==> config.mk <==
export PLATFORM = sky130hd
export DESIGN_NAME = change_dispenser
export DESIGN_NICKNAME = d
export VERILOG_FILES = /design/src/rtl/change_dispenser.sv
export SDC_FILE = /design/constraint.sdc
export NUM_CORES = 1
export LEC_CHECK = 0
export ABC_AREA = 1
export BUFFER_PORTS_ARGS = -buffer_cell sky130_fd_sc_hd__buf_2
export CAP_MARGIN = 20
export CORE_UTILIZATION = 50
export DETAILED_ROUTE_END_ITERATION = 10
export PLACE_DENSITY_LB_ADDON = 0.12
export SLEW_MARGIN = 10
export SYNTH_ARGS = -nofsm -noshare
export SYNTH_HDL_FRONTEND = slang
export SYNTH_SLANG_ARGS = --single-unit
==> constraint.sdc <==
create_clock -name clock -period 3.9 [get_ports clock]
set_input_delay 0.78 -clock clock [delete_from_list [all_inputs] [get_ports clock]]
set_output_delay 0.78 -clock clock [all_outputs]
set_load 0.1 [all_outputs]
==> src/rtl/change_dispenser.sv <==
// Vend-motor / coin-hopper actuator stage behind the vending controller FSM.
// Detects purchase/change events, buffers one pending job, drives motor and hopper with timeouts.
module change_dispenser #(
  parameter int PULSE_W = 4,
  parameter int TIMEOUT = 1000,
  parameter int TMR_W   = 16
) (
  input  logic       clock,
  input  logic       reset,
  input  logic       purchase,
  input  logic [1:0] cash_return,
  input  logic       vend_done,
  input  logic       coin_ack,
  output logic       vend_motor,
  output logic       coin_release,
  output logic       busy,
  output logic       fault,
  output logic       overflow,
  output logic [7:0] coins_out
);

  typedef enum logic [2:0] {
    S_IDLE    = 3'd0,
    S_VEND    = 3'd1,
    S_C_PULSE = 3'd2,
    S_C_WAIT  = 3'd3,
    S_FAULT   = 3'd4
  } state_t;

  localparam logic [TMR_W-1:0] TMR_ONE    = TMR_W'(1);
  localparam logic [TMR_W-1:0] TMO_LAST   = TMR_W'(TIMEOUT - 1);
  localparam logic [TMR_W-1:0] PULSE_LAST = TMR_W'(PULSE_W - 1);

  state_t           state_q, state_nx;
  logic [2:0]       last_q;
  logic             pend_vld_q, pend_vld_nx;
  logic [2:0]       pend_q, pend_nx;
  logic [TMR_W-1:0] tmr_q, tmr_nx;
  logic [1:0]       cnt_q, cnt_nx;
  logic [2:0]       s;
  logic [2:0]       start_s;
  logic             evt, start, ovf_set, coin_inc;

  function automatic logic [7:0] wrap_inc(input logic [7:0] v);
    return v + 8'd1;
  endfunction

  assign s   = {purchase, cash_return};
  assign evt = (s != 3'b000) && (s != last_q);

  // Event routing: start now, park in the single pending slot, or drop.
  always_comb begin
    pend_vld_nx = pend_vld_q;
    pend_nx     = pend_q;
    start       = 1'b0;
    start_s     = s;
    ovf_set     = 1'b0;
    if (state_q == S_IDLE && pend_vld_q) begin
      start       = 1'b1;
      start_s     = pend_q;
      pend_vld_nx = 1'b0;
      if (evt) begin
        pend_vld_nx = 1'b1;
        pend_nx     = s;
      end
    end else if (evt) begin
      if (state_q == S_IDLE) begin
        start = 1'b1;
      end else if (!pend_vld_q) begin
        pend_vld_nx = 1'b1;
        pend_nx     = s;
      end else begin
        ovf_set = 1'b1;
      end
    end
  end

  always_comb begin
    state_nx = state_q;
    tmr_nx   = tmr_q + TMR_ONE;
    cnt_nx   = cnt_q;
    coin_inc = 1'b0;
    case (state_q)
      S_IDLE: begin
        tmr_nx = '0;
        if (start) begin
          cnt_nx   = start_s[1:0];
          state_nx = start_s[2] ? S_VEND : S_C_PULSE;
        end
      end
      S_VEND: begin
        // The sensor takes priority over a timeout landing in the same cycle.
        if (vend_done) begin
          tmr_nx   = '0;
          state_nx = (cnt_q != 2'd0) ? S_C_PULSE : S_IDLE;
        end else if (tmr_q == TMO_LAST) begin
          tmr_nx   = '0;
          state_nx = S_FAULT;
        end
      end
      S_C_PULSE: begin
        if (tmr_q == PULSE_LAST) begin
          tmr_nx   = '0;
          state_nx = S_C_WAIT;
        end
      end
      S_C_WAIT: begin
        if (coin_ack) begin
          coin_inc = 1'b1;
          cnt_nx   = cnt_q - 2'd1;
          tmr_nx   = '0;
          state_nx = (cnt_q == 2'd1) ? S_IDLE : S_C_PULSE;
        end else if (tmr_q == TMO_LAST) begin
          tmr_nx   = '0;
          state_nx = S_FAULT;
        end
      end
      S_FAULT: begin
        tmr_nx = '0;
      end
      default: begin
        tmr_nx   = '0;
        state_nx = S_IDLE;
      end
    endcase
  end

  // Register stage: state, bookkeeping, and outputs decoded from the next state.
  always_ff @(posedge clock or negedge reset) begin
    if (!reset) begin
      state_q      <= S_IDLE;
      last_q       <= 3'b000;
      pend_vld_q   <= 1'b0;
      pend_q       <= 3'b000;
      tmr_q        <= '0;
      cnt_q        <= 2'd0;
      coins_out    <= 8'd0;
      overflow     <= 1'b0;
      vend_motor   <= 1'b0;
      coin_release <= 1'b0;
      busy         <= 1'b0;
      fault        <= 1'b0;
    end else begin
      state_q      <= state_nx;
      last_q       <= s;
      pend_vld_q   <= pend_vld_nx;
      pend_q       <= pend_nx;
      tmr_q        <= tmr_nx;
      cnt_q        <= cnt_nx;
      coins_out    <= coin_inc ? wrap_inc(coins_out) : coins_out;
      overflow     <= overflow | ovf_set;
      vend_motor   <= (state_nx == S_VEND);
      coin_release <= (state_nx == S_C_PULSE);
      busy         <= (state_nx != S_IDLE) | pend_vld_nx;
      fault        <= (state_nx == S_FAULT);
    end
  end

endmodule
==> results.ini <==
[timing]
report.final.slew_viol_count = 0
grt_setup_unrepaired = no
timing.final.crit_period_ns = 1.945
setup_violating_endpoint_count_in_the_final_report = 0
worst_slew_pin_slew_ns = 0.9017
finalHoldViolCount = 0
timing.clock.skew_ns = 0.004529
max-slew-margin-rel_pct = 39.89
timing.setup.tns_ns = 0
fmax_mhz = 514.1
timing.final.crit_share_pct = 49.88

[floorplan]
die_h_um = 68.65
pin_count = 20
core_area_mm2 = 0.004144
floorplan.die.width_um = 68.65
initial_standard_cell_utilization_of_the_core_pct = 53.59
placement_rows = 23
die_area_mm2 = 0.004712

[clocking]
clock_latency_ns = 0.29
cts-root-to-sink-buffers = 2
cts_post_setup_buffers_inserted = 0
cts_resized = 0
clock_sinks = 41
hold_buffers = 0
cts-buffers-inserted = 5
cts_root_buf = clkbuf_8
cts.clk_slew.worst_paths_ns = 0.08
cts.htree.levels = 2
cts_tree = built

[setup_path]
critical_path.slowest_cell = buf_2
worst-path-buf-inv = 1
cp_max_fo = 4
timing.critical_path.cells = buf_2
timing.setup.critical_path_class = reg2out
worst_setup_path_start_kind = flip-flop
worstPathArrival_ns = 1.17
cp.required_ns = 3.12
endpoint_kind = output pin
critPathMaxStageDelay_ns = 0.45
worst_path_dominant_cell_family = buffers and inverters

[cells_and_area]
area.growth.synth_to_final_pct = 12.11
layout.cells.most_common = nand2_1
n_antenna_cell = 0
multiInputGateArea_um2 = 998.5
layout.cell_area.non_filler_mm2 = 0.002490
seq_area_mm2 = 0.001026
number_of_filler_instances_in_the_final_layout = 370
commonest_non_fill_non_tap_cells_in_the_layout = nand2_1 (71), inv_1 (45), dfrtp_1 (41)
drive_above_1_share_pct = 15.06
nNetsFinal = 325

[synth]
combinational_family_with_the_most_area_after_synthesis = simple AND/OR/NAND/NOR gates
ys_dominant_reg_cell = dfrtp_1
yosys-mux-area-fraction_pct = 0
synth-edff-count = 0
synthSimpleGateAreaFrac_pct = 31.21
synthAdderAreaFrac_pct = 3.944
synth_warnings = 0
synth_xor_area_share_pct = 5.127
avgSynthCellArea_um2 = 7.765
synth_compound_area_share_pct = 4.676
mappedNetlistNets = 300
async_flop_share_pct = 100.0
mappedNetlistArea_mm2 = 0.002221
synth_seq_cells = 41
post_synth_num_cell_types = 25
synth-seq-area-share_pct = 46.20
synthCells = 286

[detailed_routing]
dr.pass1.iters = 4
detailroute.via_count = 1736
drc_errors = 0
drt-vias-per-instance = 4.796
avgRoutedWirePerCell_um = 10.99
routed_wirelength_um = 3979
detail_route.iter0.violations = 112
drtAntennaViolNets = 0

[power]
p_leak_nw = 1.314
irDropWorstVdd_v = 0.0003334
finalPower_mw = 1.623
power_density_mw_per_mm2 = 651.7

[global_routing]
groute.layer.met1.usage_pct = 24.35
grt_start_max_net_pins = 42
first_global_vias = 1531
globalRouteMet3Util_pct = 4.441
grt-busiest-layer = met2
grt_pass1_wl_um = 6624
number_of_antenna_violations_at_the_first_check_in_global_routing = 0
use_met2_pct = 32.11
grt_util_all_layers_pct = 19.41
grt.overflow.total = 0

[placement]
buffer_ports.inserted = 19
gp_congestion = 0.7840
post-dp-hpwl_um = 2941
detailed_place.area_mm2 = 0.002374

[hold_path]
hp-class = reg2reg

[outcome]
result_of_the_run = completed

[run]
maxCapViolations = 0

==> worst reg2reg max path, delay by kind of cell, from the launching register on <==
family / cells / cell delay (ns)
simple gates: 8 / 0.83
flops: 1 / 0.45
fa+ha+maj: 1 / 0.34
buf+inv: 2 / 0.22
==> where the power goes <==
part           total (mW)  switching [mW]  leakage, nW  internal [mW]
Combinational       0.700           0.535        0.740          0.165
Clock               0.353           0.145       0.0585          0.209
Sequential          0.570          0.0606        0.516          0.509
Total                1.62           0.740         1.31          0.882
==> metal layers <==
layer / part of all wire (%) / vias up
met4: 1.2 / 0
met2: 46 / 20
li1: - / 933
met3: 3.3 / 6
met1: 49 / 777
met5: 0 / -
==> logic make-up after synthesis <==
family,count (synthesis)
AND/OR/NAND/NOR,154
buffers and inverters,52
XOR/XNOR,13
AO/OA/AOI/OAI,19
flip-flops,41
adder cells (fa/ha/maj),7
==> Yosys cell counts, types with 3 or more instances <==
library cell / number / area, um^2
nand2_1: 71 / 266.5
dfrtp_1: 41 / 1026
inv_2: 6 / 22.52
nand4_1: 6 / 37.54
nor2_4: 3 / 33.78
nand3_1: 18 / 90.09
inv_1: 45 / 168.9
ha_1: 7 / 87.58
nor2_1: 39 / 146.4
xor2_1: 11 / 96.34
nor2_2: 5 / 31.28
o21ai_0: 15 / 75.07
nor3_1: 5 / 25.02
==> metrics by stage <==
step / util, % / setup WS, ns / cells / hold slack, ns
floorplan: - / 2.041 / 286 / 0.4251
CTS: 60.08 / 1.945 / 362 / 0.4665
detailed placement: 57.28 / 1.982 / 354 / 0.4535
global placement: 57.28 / 1.992 / 354 / 0.4503
global route: 60.08 / 1.819 / 362 / 0.4882
finish: 60.08 / 1.955 / 362 / 0.4624
==> cell type report <==
class                      instances  share of cell area, %
sequential                        41                  41.21
multi-input combinational        193                  40.10
inverter                          51                  7.688
timing repair buffer              19                  3.819
clock buffer                       7                  3.467
tap                               50                  2.513
clock inverter                     1                  1.206
==> flip-flops by register name, indices dropped and copies added (netlist names) <==
name	flops
busy	1
cnt_q	2
coin_release	1
coins_out	8
fault	1
last_q	3
overflow	1
pend_q	3
pend_vld_q	1
state_q	3
tmr_q	16
vend_motor	1
==> final timing paths <==
kind / start / end / slack, ns / cells past startpoint
max: coins_out[3] / coins_out[3] / 1.95 / 1
min: coins_out[7] / coins_out[7] / 0.46 / 1
max in group asynchronous: reset / state_q[2] / 2.73 / 1
max reg2reg: state_q[0] / busy / 1.96 / 11
min reg2reg: coins_out[7] / coins_out[7] / 0.46 / 1
min in group asynchronous: reset / tmr_q[5] / 0.61 / 1
(Power assumes the default switching activity.)
